### src/rtl/dma_read_master.sv
// dma_read_master: executes descriptors by issuing a write command, then burst-reading source data into the data FIFO.
module dma_read_master #(
   parameter int MAX_BURST = 8,
   parameter int DFIFO_AW  = 8
) (
   input  logic                clk,
   input  logic                reset,
   input  logic [31:0]         csr_control_i,
   input  logic                desc_fifo_empty_i,
   input  logic [255:0]        desc_fifo_rddata_i,
   output logic                desc_fifo_rd_o,
   output logic                rd_read_o,
   output logic [31:0]         rd_addr_o,
   output logic [3:0]          rd_bcount_o,
   input  logic                rd_waitrequest_i,
   input  logic [31:0]         rd_rddata_i,
   input  logic                rd_readdatavalid_i,
   output logic                data_fifo_wr_o,
   output logic [31:0]         data_fifo_wrdata_o,
   input  logic [DFIFO_AW-1:0] data_fifo_free_i,
   output logic                wr_cmd_valid_o,
   input  logic                wr_cmd_ready_i,
   output logic [31:0]         wr_cmd_addr_o,
   output logic [31:0]         wr_cmd_len_o,
   output logic                desc_done_o,
   output logic                busy_o
);
   typedef enum logic [2:0] {IDLE, LOAD, CMD, CHECK, SEND_READ, WAIT_DATA, DONE} state_t;
   state_t      state, state_nx;
   logic [31:0] src, dst, len;
   logic [29:0] remaining;
   logic [3:0]  bcount, beat, burst;
   logic        fits, last_beat, beat_in, unused_bits;
   assign burst     = (remaining < 30'(MAX_BURST)) ? remaining[3:0] : 4'(MAX_BURST);
   assign fits      = 32'(data_fifo_free_i) >= 32'(burst);
   assign beat_in   = (state == WAIT_DATA) && rd_readdatavalid_i;
   assign last_beat = beat_in && (beat == bcount - 4'd1);
   assign desc_fifo_rd_o = state == LOAD;
   assign wr_cmd_valid_o = state == CMD;
   assign rd_read_o      = state == SEND_READ;
   assign desc_done_o    = state == DONE;
   assign busy_o         = state != IDLE;
   assign rd_addr_o      = src;
   assign rd_bcount_o    = bcount;
   assign wr_cmd_addr_o  = dst;
   assign wr_cmd_len_o   = len;
   // Byte-offset bits, link pointer, control word and spare CSR bits carry no meaning here.
   assign unused_bits = ^{csr_control_i[31:1], desc_fifo_rddata_i[255:96], desc_fifo_rddata_i[65:64],
                          desc_fifo_rddata_i[33:32], desc_fifo_rddata_i[1:0]};
   always_comb begin
      state_nx = state;
      case (state)
         IDLE:      state_nx = (csr_control_i[0] && !desc_fifo_empty_i) ? LOAD : IDLE;
         LOAD:      state_nx = CMD;
         CMD:       state_nx = wr_cmd_ready_i ? CHECK : CMD;
         CHECK:     state_nx = (remaining == '0) ? DONE : (fits ? SEND_READ : CHECK);
         SEND_READ: state_nx = rd_waitrequest_i ? SEND_READ : WAIT_DATA;
         WAIT_DATA: state_nx = last_beat ? CHECK : WAIT_DATA;
         default:   state_nx = IDLE;
      endcase
   end
   always_ff @(posedge clk) begin
      if (reset) begin
         state              <= IDLE;
         src                <= '0;
         dst                <= '0;
         len                <= '0;
         remaining          <= '0;
         bcount             <= '0;
         beat               <= '0;
         data_fifo_wr_o     <= 1'b0;
         data_fifo_wrdata_o <= '0;
      end else begin
         state          <= state_nx;
         data_fifo_wr_o <= beat_in;
         if (beat_in) begin
            data_fifo_wrdata_o <= rd_rddata_i;
            beat               <= beat + 4'd1;
         end
         if (state == LOAD) begin
            src       <= {desc_fifo_rddata_i[31:2], 2'b00};
            dst       <= {desc_fifo_rddata_i[63:34], 2'b00};
            len       <= {desc_fifo_rddata_i[95:66], 2'b00};
            remaining <= desc_fifo_rddata_i[95:66];
         end
         if (state == CHECK && remaining != '0 && fits) begin
            bcount <= burst;
            beat   <= '0;
         end
         if (last_beat) begin
            remaining <= remaining - 30'(bcount);
            src       <= src + {26'd0, bcount, 2'b00};
         end
      end
   end
endmodule

### config.mk
export PLATFORM = sky130hd
export DESIGN_NAME = dma_read_master
export DESIGN_NICKNAME = d
export VERILOG_FILES = /design/src/rtl/dma_read_master.sv
export SDC_FILE = /design/constraint.sdc
export NUM_CORES = 1
export LEC_CHECK = 0
export CAP_MARGIN = 30
export CORE_AREA = 2 2 182 184
export CTS_CLUSTER_SIZE = 25
export DETAILED_ROUTE_END_ITERATION = 8
export DIE_AREA = 0 0 184 186
export GPL_TIMING_DRIVEN = 0
export PLACE_DENSITY = 0.69
export SLEW_MARGIN = 15
export SYNTH_ARGS = -nofsm -noshare
export SYNTH_HDL_FRONTEND = slang
export SYNTH_SLANG_ARGS = --single-unit
export TNS_END_PERCENT = 5
### constraint.sdc
create_clock -name clk -period 3.2 [get_ports clk]
set_clock_uncertainty 0.05 [all_clocks]
set_input_delay 0.64 -clock clk [delete_from_list [all_inputs] [get_ports clk]]
set_output_delay 0.64 -clock clk [all_outputs]
set_load 0.02 [all_outputs]
==> results of run 1 <==
==> cells in the mapped netlist (11+ instances only) <==
library cell,instances
nor2_1,18
or4_1,14
nand4_1,17
a31oi_1,42
inv_1,19
nand3_1,22
or3_1,19
buf_1,11
nand2_1,252
o21ai_0,13
a21oi_1,118
o311ai_0,12
o211ai_1,14
ha_1,14
nor3_1,17
dfxtp_1,164
clkbuf_1,48
==> kinds of logic (layout without fill, tap and decap cells) <==
| group | Yosys count | in the layout | synth area share |
|---|---|---|---|
| and+or+nand+nor | 416 | 416 | 0.258 |
| DFF | 164 | 164 | 0.431 |
| AOI/OAI and AO/OA | 260 | 260 | 0.218 |
| muxes | 1 | 1 | 0.00131 |
| xor gates and xnor gates | 11 | 11 | 0.0145 |
| other | 1 | 8 | 0.000492 |
| buffers and inverters | 89 | 395 | 0.0484 |
| adders and majority gates | 16 | 16 | 0.0282 |
==> cells in the final DEF (no fill, tap or decap), drive strengths merged, types with 6 or more instances in the layout <==
master and instances:
nor3 18, ha 14, conb 6, nand4 17, xor2 6, inv 23, nor2 18, or2 6
o211ai 14, a31oi 42, dfxtp 164, nand2b 7, o311ai 12, a21oi 118, or4 15, clkbuf 70
buf 26, nand2 253, o21a 6, nand3 22, nor4 10, nand4b 6, o31a 8, clkdlybuf4s50 266
o21ai 13, or3 19
==> flip-flops by register name, indices dropped and copies added, names as in the netlist <==
| name | count |
|---|---|
| data_fifo_wr_o | 1 |
| wr_cmd_addr_o | 30 |
| remaining | 30 |
| data_fifo_wrdata_o | 32 |
| rd_bcount_o | 4 |
| beat | 4 |
| state | 3 |
| rd_addr_o | 30 |
| wr_cmd_len_o | 30 |
==> metrics by stage <==
step,hold WS [ns],power (W),setup TNS [ns],instances
floorplan,0.396,0.00267,0,963
global placement,0.392,0.00312,-7.53,1638
detailed placement,0.396,0.00313,-8.49,1639
CTS,0.405,0.00553,0,1673
global route,0.419,0.00573,-0.917,1677
finish,0.403,0.00551,-0.0489,1679
==> per-layer routing <==
metal  vias to the layer above  part of all wire  global-route usage
met4                         4             0.016              0.0458
met3                        34              0.12              0.0681
li1                       4041                 -                   -
met5                         -           0.00071                   0
met1                      3937              0.43               0.240
met2                       413              0.43               0.266
==> worst max-delay path, stage by stage (launching register included) <==
cell and delay (ns):
dfxtp_2 0.34, or4_4 0.55, or4_4 0.50, buf_6 0.17
nor3_4 0.26, nand2_2 0.10, ha_1 0.29, a211oi_2 0.30
o21a_2 0.25, nor2_2 0.09, nor3_1 0.21
==> timing repair <==
action                                  CTS  global route
setup buffers                             3             3
pin swaps                                 6             8
endpoints found under the setup margin   15            46
resized for setup                        15            19
==> final cells by class <==
type                       count  area (um^2)  share of cell area
clock inverter                14          223              0.0192
multi-input combinational    710         4060               0.349
timing repair buffer         275         2720               0.234
inverter                      19         71.3             0.00613
antenna                        2         5.00            0.000430
buffer                        69          313              0.0269
sequential                   164         3290               0.283
tap                          408          510              0.0439
clock buffer                  18          439              0.0378
==> power by group through the flow <==
stage                     sequential (W)  clock [W]  combinational [W]
after floorplan                  0.00228          0           0.000392
after global placement           0.00222          0           0.000895
after detailed placement         0.00223          0           0.000901
after CTS                        0.00218    0.00240           0.000942
after global routing             0.00220    0.00249            0.00104
final                            0.00219    0.00235           0.000972
==> worst max path at each step <==
| stage | startpoint | end | slack (ns) | cells past startpoint |
|---|---|---|---|---|
| 2_1_floorplan | remaining[8] | rd_bcount_o[3] | 0.02 | 10 |
| 3_3_place_gp | state[0] | desc_fifo_rd_o | -0.84 | 7 |
| 3_5_place_dp | state[0] | desc_fifo_rd_o | -0.82 | 7 |
| 4_1_cts | remaining[14] | rd_bcount_o[3] | 0.006 | 10 |
| 5_1_grt | remaining[9] | rd_bcount_o[3] | -0.13 | 10 |
| 6_report | remaining[9] | beat[0] | -0.02 | 10 |
==> impl_metrics.tcl, run 1 <==
set metrics [dict create \
    worst-r2r-setup-slack_ns -0.02 \
    seqPwrFrac 0.397 \
    num_vias 8429 \
    syn_inst 958 \
    min_delay_path_depth 2 \
    intPower_w 0.00398 \
    core_area_mm2 0.0322 \
    area_growth_pct 52.6 \
    ys_types 68 \
    drive_above_1_share 0.0757 \
    drtIter0Drc 722 \
    path_clk_slew_ns 0.07 \
    grt_pass1_wl_um 46200 \
    placed_area_mm2 0.0108 \
    critPathCaptureType "flop" \
    hold_end "wr_cmd_addr_o[3]" \
    avgSynthCellArea_um2 7.95 \
    cts_sinks 164 \
    p_per_area_mw_per_mm2 474 \
    fp.dieW_um 184 \
    drtAntennaViolNets 0 \
    start_util 0.237 \
    die_area_mm2 0.0342 \
    r2r-start "remaining[9]" \
    syn_area_mm2 0.00762 \
    reg2reg_depth 10 \
    synth-seq-cells 164 \
    min_period_ns 3.22 \
    synth.area.top_cells "dfxtp_1 43%, nand2_1 12%, a21oi_1 7.8%" \
    outcome "complete, but fails checks" \
    grt_antenna_before_repair 4 \
    gp_congestion 0.851 \
    min_from "wr_cmd_addr_o[3]" \
    grt_pass1_vias 7834 \
    grt_max_degree 20 \
    slew_viol_final 0 \
    cp_data_required_time_ns 3.50 \
    fillers 3347 \
    track_usage 0.178 \
    critical_path_arrival_ns 3.52 \
    cts_buffers 17 \
    yosysTopAreaCell "dfxtp_1" \
    fmax_mhz 310 \
    cts_hold_buffers 0 \
    die_h_um 186 \
    sw_frac_of_total 0.277 \
    ir_drop_uv 333 \
    first_pass_iters 6 \
    final_area_mm2 0.0116 \
    ys_seq_area_frac 0.431 \
    violations "negative setup slack" \
    synth-main-ff-cell "dfxtp_1" \
    hold_viol_final 0 \
    root_buffer "clkbuf_16" \
    worst_slack_ns -0.0214 \
    hold_class "flop to flop" \
    startpoint_type "flop" \
    async_flop_share 0 \
    synth-edff-count 0 \
    min_period_over_period 1.01 \
    cellLeakagePower_nw 3.86 \
    synth_top_cell_area_share 0.431 \
    place_hpwl_um 23700 \
    vias_per_cell 5.02 \
    worst_pin_slew_ns 0.868 \
    finalWirelength_um 31000 \
    r2r_end "beat[0]" \
    rsz0062_at_grt "true" \
    power_switching_w 0.00153 \
    nNetsFinal 1606 \
    drv_cap 0 \
    setup_violations 4 \
    portBuffers 267 \
    pwr-share-comb 0.176 \
    relSlewSlack 0.422 \
    grt_overflow_total 0 \
    cts_max_level 4 \
    wl_per_cell_um 18.5 \
    fin_util 0.361 \
    dp_slack_ns -0.824 \
    worstPathMaxFanout 10 \
    drcViolationCount 0 \
    clkPwrFrac 0.427 \
    yosys_warnings 0 \
    ioPinCount 472 \
    rows 66 \
    critPathKind "flop to flop" \
    cts_max_path_buffers 2 \
    cts_tree "yes" \
    clkLatencyLatePin_ns 0.43 \
]
(Power assumes the default switching activity.)
==> run 2: changes to the inputs <==
--- a/config.mk
+++ b/config.mk
@@ -12,6 +12,8 @@
 export DIE_AREA = 0 0 184 186
 export GPL_TIMING_DRIVEN = 0
 export PLACE_DENSITY = 0.69
+export REMOVE_ABC_BUFFERS = 1
+export SETUP_SLACK_MARGIN = 0.15
 export SLEW_MARGIN = 15
 export SYNTH_ARGS = -nofsm -noshare
 export SYNTH_HDL_FRONTEND = slang
==> run 2 against run 1 <==
The flow now finishes without violations. Core utilization is 0.30 points lower. Clock power is 18% lower. Critical path depth is 1 lower. Largest power group is now registers. Global-route usage is 1.1 points lower. Via count is 3.3% lower. Highest routed layer unchanged. Die area stayed put. Final area is 0.82% lower. Setup slack better by 0.086 ns. Largest cell class unchanged. Sequential power hardly changed.
==> impl_metrics.tcl, run 2 (synthesis results as in run 1) <==
set metrics [dict create \
    ioPinCount 472 \
    core_area_mm2 0.0322 \
    clkLatencyLatePin_ns 0.43 \
    final_common_cell "clkdlybuf4s50_1" \
    worst_slack_ns 0.0649 \
    drtIter0Drc 595 \
    setup_violations 0 \
    min_period_over_period 0.980 \
    ir_drop_uv 349 \
    root_buffer "clkbuf_16" \
    place_hpwl_um 20000 \
    cts_max_level 4 \
    drv_cap 0 \
    outcome "completed" \
    min_delay_path_depth 2 \
    finalWirelength_um 29500 \
    cellLeakagePower_nw 3.82 \
    critPathKind "flop to flop" \
    die_area_mm2 0.0342 \
    r2r_end "state[2]" \
    gp_congestion 0.852 \
    cts_sinks 164 \
    worstPathMaxFanout 6 \
    fin_util 0.358 \
    p_per_area_mw_per_mm2 441 \
    relSlewSlack 0.445 \
    track_usage 0.167 \
    dp_slack_ns -0.948 \
    grt_max_degree 122 \
    num_antenna_cells 0 \
    rsz0062_at_grt "true" \
    grt_antenna_before_repair 4 \
    start_util 0.237 \
    largest_reg_flops 32 \
    drcViolationCount 0 \
    first_pass_iters 5 \
    cts_tree "yes" \
    cts_max_path_buffers 2 \
    r2r-start "remaining[9]" \
    worst-r2r-setup-slack_ns 0.06 \
    grt_pass1_wl_um 43800 \
    regMostFlops "data_fifo_wrdata_o" \
    vias_per_cell 5.00 \
    startpoint_type "flop" \
    path_clk_slew_ns 0.07 \
    p_total_w 0.00509 \
    cts_buffers 17 \
    critPathCaptureType "flop" \
    reg2reg_depth 9 \
    critical_path_arrival_ns 3.41 \
    rows 66 \
    grt_pass1_vias 7607 \
    portBuffers 268 \
    final_area_mm2 0.0115 \
    grt_overflow_total 0 \
    slew_viol_final 0 \
    drtAntennaViolNets 0 \
    hold_end "wr_cmd_addr_o[5]" \
    min_from "wr_cmd_addr_o[5]" \
    cp_data_required_time_ns 3.47 \
    area_growth_pct 51.4 \
    wl_per_cell_um 18.1 \
    placed_area_mm2 0.0107 \
    fp.dieW_um 184 \
    worst_pin_slew_ns 0.831 \
    hold_class "flop to flop" \
    fmax_mhz 319 \
    num_vias 8151 \
    min_period_ns 3.14 \
    die_h_um 186 \
    hold_viol_final 0 \
    drive_above_1_share 0.0885 \
    nNetsFinal 1561 \
    final_cell_mix "267 x clkdlybuf4s50_1, 251 x nand2_1, 159 x dfxtp_1, 117 x a21oi_1, 42 x a31oi_1" \
]
run 2: power by group:
part | leakage [nW] | internal (W) | switching [W]
logic | 2.25 | 0.000474 | 0.000502
registers | 1.33 | 0.00212 | 0.0000757
clock network | 0.240 | 0.00106 | 0.000864
run 2: timing repair:
action                     CTS  global route
hold buffers                 0             0
pin swaps                   12            18
gates cloned                 3             1
gates resized for setup     24            18
setup buffers               10             8
hold endpoints to repair     0             0
setup endpoints to repair   64            62
run 2: worst max-delay path by stage:
stage,from,end,slack [ns],cells past startpoint
3_5_place_dp,rd_readdatavalid_i,rd_addr_o[29],-0.95,6
6_report,remaining[9],state[2],0.06,9
3_3_place_gp,reset,rd_bcount_o[1],-5.51,4
5_1_grt,remaining[9],rd_bcount_o[2],-0.05,10
4_1_cts,state[0],desc_fifo_rd_o,0.005,3
2_1_floorplan,state[2],remaining[17],-1.21,5
run 2: final cells by class:
cell class / count / area (um^2)
Tap cell: 408 / 510
Inverter: 19 / 78.8
Multi-Input combinational cell: 714 / 4160
Clock buffer: 20 / 437
Clock inverter: 9 / 86.3
Sequential cell: 164 / 3300
Fill cell: 3301 / 20700
Timing Repair Buffer: 295 / 2960
run 2: critical path: stages, from the launching register on:
cell	delay [ns]
dfxtp_4	0.35
or4_4	0.57
or4_4	0.57
nor4_4	0.27
ha_1	0.28
nand2b_4	0.15
a211oi_4	0.27
o21ai_2	0.12
a21o_1	0.20
a32o_1	0.20
run 2: layer usage:
metal,GRT usage,routed length (um),up-vias
met2,0.251,12700,323
li1,-,-,3940
met4,0.0326,221,4
met3,0.0562,2720,15
met5,0,27,-
met1,0.233,13800,3869
run 2: per-stage QoR:
| step | TNS [ns] | instances | hold slack (ns) |
|---|---|---|---|
| 6_report | 0 | 1629 | 0.402 |
| 5_1_grt | -0.144 | 1629 | 0.418 |
| 4_1_cts | 0 | 1619 | 0.404 |
| 3_5_place_dp | -37.95 | 1577 | 0.395 |
| 3_3_place_gp | -523.62 | 1569 | 0.391 |
| 2_1_floorplan | -49.82 | 893 | 0.390 |
